==> src/rtl/fifo_thd_send.sv <==
// Threshold-triggered send FIFO: buffers words and bursts them out between a high and low watermark.
// Optional macro FIFO_THD_OVF_CNT_EN adds a saturating 16-bit dropped-write counter on port ovf_cnt.
module fifo_thd_send #(
  parameter int DW = 8,
  parameter int AW = 8
) (
  input  logic          clk,
  input  logic          rst_n,
  input  logic [AW:0]   cfg_thd_lo,
  input  logic [AW:0]   cfg_thd_hi,
  input  logic          cfg_flush,
  input  logic [DW-1:0] din,
  input  logic          din_vld,
  output logic          din_rdy,
  output logic [DW-1:0] dout,
  output logic          dout_vld,
  input  logic          dout_rdy,
  output logic [AW:0]   usedw,
  output logic          ovf
`ifdef FIFO_THD_OVF_CNT_EN
  ,
  output logic [15:0]   ovf_cnt
`endif
);

  typedef enum logic [0:0] {
    IDLE = 1'b0,
    SEND = 1'b1
  } state_t;

  localparam logic [AW:0]   DEPTH     = {1'b1, {AW{1'b0}}};
  localparam logic [AW:0]   USEDW_ONE = (AW+1)'(1'b1);
  localparam logic [AW:0]   USEDW_0   = (AW+1)'(1'b0);
  localparam logic [AW-1:0] PTR_ONE   = AW'(1'b1);

  state_t          state_r;
  state_t          state_nxt_s;
  logic [AW-1:0]   wr_ptr_r;
  logic [AW-1:0]   rd_ptr_r;
  logic [AW:0]     usedw_r;
  logic [DW-1:0]   dout_r;
  logic            dout_vld_r;
  logic            ovf_r;
  logic [DW-1:0]   mem_r [2**AW];
  logic            wr_s;
  logic            drop_s;
  logic            enter_s;
  logic            leave_s;
  logic            send_ok_s;
  logic            pop_s;

  assign din_rdy  = (usedw_r != DEPTH);
  assign wr_s     = din_vld & din_rdy;
  assign drop_s   = din_vld & ~din_rdy;
  assign enter_s  = (usedw_r > cfg_thd_hi) || (cfg_flush && (usedw_r != USEDW_0));
  assign leave_s  = ((usedw_r < cfg_thd_lo) && !cfg_flush) || (usedw_r == USEDW_0);
  assign pop_s    = send_ok_s && (usedw_r != USEDW_0) && (!dout_vld_r || dout_rdy);

  assign usedw    = usedw_r;
  assign dout     = dout_r;
  assign dout_vld = dout_vld_r;
  assign ovf      = ovf_r;

  // FSM state register
  always_ff @(posedge clk or negedge rst_n) begin
    if (!rst_n) begin
      state_r <= IDLE;
    end else begin
      state_r <= state_nxt_s;
    end
  end

  // FSM next-state decision from the registered fill level
  always_comb begin
    state_nxt_s = state_r;
    case (state_r)
      IDLE:    if (enter_s) state_nxt_s = SEND; else state_nxt_s = IDLE;
      SEND:    if (leave_s) state_nxt_s = IDLE; else state_nxt_s = SEND;
      default: state_nxt_s = IDLE;
    endcase
  end

  // FSM output: the cycle that decides to leave SEND does not pop, so the
  // release threshold leaves exactly the words below it behind
  always_comb begin
    send_ok_s = 1'b0;
    case (state_r)
      IDLE:    send_ok_s = 1'b0;
      SEND:    if (leave_s) send_ok_s = 1'b0; else send_ok_s = 1'b1;
      default: send_ok_s = 1'b0;
    endcase
  end

  // Storage array; contents are never reset and are only reachable through valid pointers
  always_ff @(posedge clk) begin
    if (wr_s) begin
      mem_r[wr_ptr_r] <= din;
    end
  end

  // Pointers and fill level
  always_ff @(posedge clk or negedge rst_n) begin
    if (!rst_n) begin
      wr_ptr_r <= {AW{1'b0}};
      rd_ptr_r <= {AW{1'b0}};
      usedw_r  <= USEDW_0;
    end else begin
      if (wr_s) wr_ptr_r <= wr_ptr_r + PTR_ONE;
      if (pop_s) rd_ptr_r <= rd_ptr_r + PTR_ONE;
      case ({wr_s, pop_s})
        2'b10:   usedw_r <= usedw_r + USEDW_ONE;
        2'b01:   usedw_r <= usedw_r - USEDW_ONE;
        default: usedw_r <= usedw_r;
      endcase
    end
  end

  // Output register: holds the word until downstream takes it
  always_ff @(posedge clk or negedge rst_n) begin
    if (!rst_n) begin
      dout_r     <= {DW{1'b0}};
      dout_vld_r <= 1'b0;
    end else if (pop_s) begin
      dout_r     <= mem_r[rd_ptr_r];
      dout_vld_r <= 1'b1;
    end else if (dout_rdy) begin
      dout_vld_r <= 1'b0;
    end else begin
      dout_vld_r <= dout_vld_r;
    end
  end

  // Sticky overflow flag
  always_ff @(posedge clk or negedge rst_n) begin
    if (!rst_n) begin
      ovf_r <= 1'b0;
    end else if (drop_s) begin
      ovf_r <= 1'b1;
    end else begin
      ovf_r <= ovf_r;
    end
  end

`ifdef FIFO_THD_OVF_CNT_EN
  logic [15:0] ovf_cnt_r;
  assign ovf_cnt = ovf_cnt_r;

  // Saturating count of dropped writes
  always_ff @(posedge clk or negedge rst_n) begin
    if (!rst_n) begin
      ovf_cnt_r <= 16'h0000;
    end else if (drop_s && (ovf_cnt_r != 16'hFFFF)) begin
      ovf_cnt_r <= ovf_cnt_r + 16'h0001;
    end else begin
      ovf_cnt_r <= ovf_cnt_r;
    end
  end
`endif

endmodule

==> config.mk <==
export PLATFORM = sky130hd
export DESIGN_NAME = fifo_thd_send
export DESIGN_NICKNAME = d
export VERILOG_FILES = /design/src/rtl/fifo_thd_send.sv
export SDC_FILE = /design/constraint.sdc
export NUM_CORES = 2
export LEC_CHECK = 0
export CORE_UTILIZATION = 55
export CTS_CLUSTER_SIZE = 10
export DETAILED_ROUTE_END_ITERATION = 8
export MAX_ROUTING_LAYER = met4
export PLACE_DENSITY = 0.71
export SYNTH_ARGS = -nofsm -noshare
export SYNTH_HDL_FRONTEND = slang
export SYNTH_SLANG_ARGS = --single-unit
==> constraint.sdc <==
create_clock -name clk -period 7 [get_ports clk]
set_input_delay 1.4 -clock clk [delete_from_list [all_inputs] [get_ports clk]]
set_output_delay 1.4 -clock clk [all_outputs]
set_load 0.005 [all_outputs]
==> qor.txt <==
Pin count of the biggest net entering global routing = 169
# Max-Cap Violations = 0
Slew Limit Fails = 0
Post-layout min period = 5.06 ns
Status = complete, no violations
Final setup vio count = 0
WP data required = 7.72 ns
Syn avg cell area = 20.4 µm²
Grt met1 use = 39.8%
PD cells = 377 nW/µm²
Post-route cell area = 90300 µm²
Met2 Use GR = 42.1%
Die area = 150000 µm²
RSZ-0062 raised after global routing = no
CTS tree = done
Hold Fails Final Rpt = 0
Total Power = 34100 µW
Hold Path Class = reg -> reg
Drt wl/cell = 33.4 µm
Slew @ Worst Pin = 1.27 ns
Worst-path clk slew = 0.05 ns
Max H-tree Level = 4
DRT iter0 DRCs = 6142
Number of flops mapped to enable cells by yosys = 2048
Drt drc = 0
Gr ovfl total = 0
Worst EP arrival = 5.78 ns
Post-CTS Resized = 0
I/O Pins = 51
Via count of the first global-routing pass = 40700
Async SR Flop Fraction = 1.73%
Non-Filler Instances = 6132
Setup TNS = 0 ns
Clk Tree Root Cell = clkbuf_16
Fmax = 198 MHz
Post-Syn Area = 81700 µm²
Met3 GRT Util = 6.38%
Post-synthesis sequential area ratio = 76.3%
Most used DFF post-synth = edfxtp_1
Commonest non-fill, non-tap cells in the layout = edfxtp_1, mux4_2, nor2_1
Rows = 141
Commonest non-fill, non-tap cell in the layout = edfxtp_1
Placed cell count = 5846
Syn nets = 4068
Clock skew = 0.0310 ns
Share of cells above drive strength 1 = 19.5%
Initial antenna violation count = 6
RePlAce Congestion = 0.934
Clock Path Buffers = 3
Synth Register Bits = 2084
Setup Fix Bufs, Post-CTS = 0
Pleak = 0.0284 µW
Clk sinks = 2084
I/O Buffers = 50
Post-DRT Antenna Nets = 0
Vias per cell = 6.72
Number of distinct library cells after synthesis = 73
Core Area = 148000 µm²
Final net count = 4207
Max VDD drop = 0.340 mV
Crit Path Category = in -> reg
GRT Util Overall = 28.4%
Drt pass-1 iters = 9
TritonCTS buffer count = 227
Synth warn = 0
Crit Path Max Fanout = 16
Die Y = 388 µm
Vias = 41200
Critical path capture point type = flip-flop
Placed Area = 84200 µm²
Max-slew headroom = 15.3%
Initial Utilization = 55.4%
Fraction of the cycle the final worst path needs = 72.3%
Startpoint types = input port
CTS Hold Buffers Added = 0
HPWL Detailed = 123000 µm
Hold_ws = 0.485 ns
Syn Inst Count = 4006
Routed WL = 205000 µm
Global-route wire length before repair = 295000 µm
Worst-Skew Late Latency = 0.85 ns
Die width = 388 µm
P&R area growth vs syn = 10.5%
Busiest metal layer after global routing = met2
[worst max-delay path, stage by stage]
cell,delay [ns]
clkdlybuf4s50_1,0.46
inv_1,0.05
ha_1,0.29
a21o_1,0.19
a21oi_1,0.18
o21ai_0,0.15
o21ai_0,0.30
buf_4,0.20
inv_1,0.04
buf_4,0.20
ha_1,0.37
fa_1,0.47
a21oi_1,0.17
nor2_1,0.05
nor2_1,0.15
o21bai_1,0.12
a2111oi_0,0.51
o21ai_0,0.15
nor3b_1,0.16
xor2_1,0.16
[through the flow]
step | util (%) | setup slack, ns
final | 61.2 | 1.94
after global routing | 61.2 | 1.66
after CTS | 61.2 | 1.96
after detailed placement | 57.0 | 1.08
after global placement | 57.0 | 1.04
after floorplan | - | 1.97
[power by group]
part	internal (µW)	leakage [µW]	switching, µW
clock	5900	0.00298	4480
combinational	3780	0.00657	5630
sequential	13900	0.0188	380
total	23600	0.0284	10500
[synthesized netlist by cell type, types with 12 or more instances]
cell type  number  area, µm²
edfxtp_1     2048      61500
mux4_2        432       9730
nor2_1        301       1130
mux2i_1       203       2030
nand2_1       102        383
a22oi_1        95        713
clkbuf_1       93        349
a21oi_1        86        430
buf_2          54        270
o21ai_0        53        265
nor3_1         38        190
dfrtp_1        36        901
o22ai_1        35        219
ha_1           30        375
buf_4          29        218
inv_1          29        109
buf_6          28        315
a31oi_1        21        131
nand3_1        19       95.1
xnor2_1        19        166
a221o_1        16        160
a221oi_1       15        131
mux2_2         14        158
nor2b_1        14       87.6
a211oi_1       13       97.6
buf_1          13       48.8
nor4_1         12       75.1
[path summary, 6_finish.rpt]
path,slack [ns],depth (start not counted),endpoint,from
max,1.94,20,usedw[8]$_DFFE_PN0P_,cfg_thd_lo[1]
min,0.48,1,ovf$_DFFE_PN0P_,ovf$_DFFE_PN0P_
max reg2reg,2.26,10,dout[4]$_DFFE_PN0P_,rd_ptr_r[2]$_DFFE_PN0P_
min reg2reg,0.48,1,ovf$_DFFE_PN0P_,ovf$_DFFE_PN0P_
max in group asynchronous,5.59,1,rd_ptr_r[1]$_DFFE_PN0P_,rst_n
min in group asynchronous,0.70,1,usedw[8]$_DFFE_PN0P_,rst_n
[state kept, by name (all words and copies together), names as in the netlist]
register	count
state_r	1
rd_ptr_r	8
usedw	9
dout	8
dout_vld	1
wr_ptr_r	8
mem_r	2048
ovf	1
[layout make-up]
type,instances,area (µm²)
sequential,2084,62400
tap,1930,2410
antenna,3,7.51
clock inverter,12,199
inverter,32,123
timing repair buffer,140,1410
fill,9950,57300
multi-input combinational,1660,17900
clock buffer,271,5910
[cell families after synthesis]
kind of cell	Yosys count	synth area share, %
simple gates	535	2.80
flops	2084	76.3
mux	654	14.7
xor+xnor	22	0.236
compound gates	418	3.53
buf+inv	262	1.88
fa+ha+maj	31	0.484
[routing by layer]
metal | vias to the layer above | wire (µm)
li1 | 16700 | -
met1 | 21500 | 79200
met2 | 2611 | 96200
met3 | 409 | 23300
met4 | 0 | 6340
met5 | - | 0
Note: power is estimated with default switching activity, not from simulation.
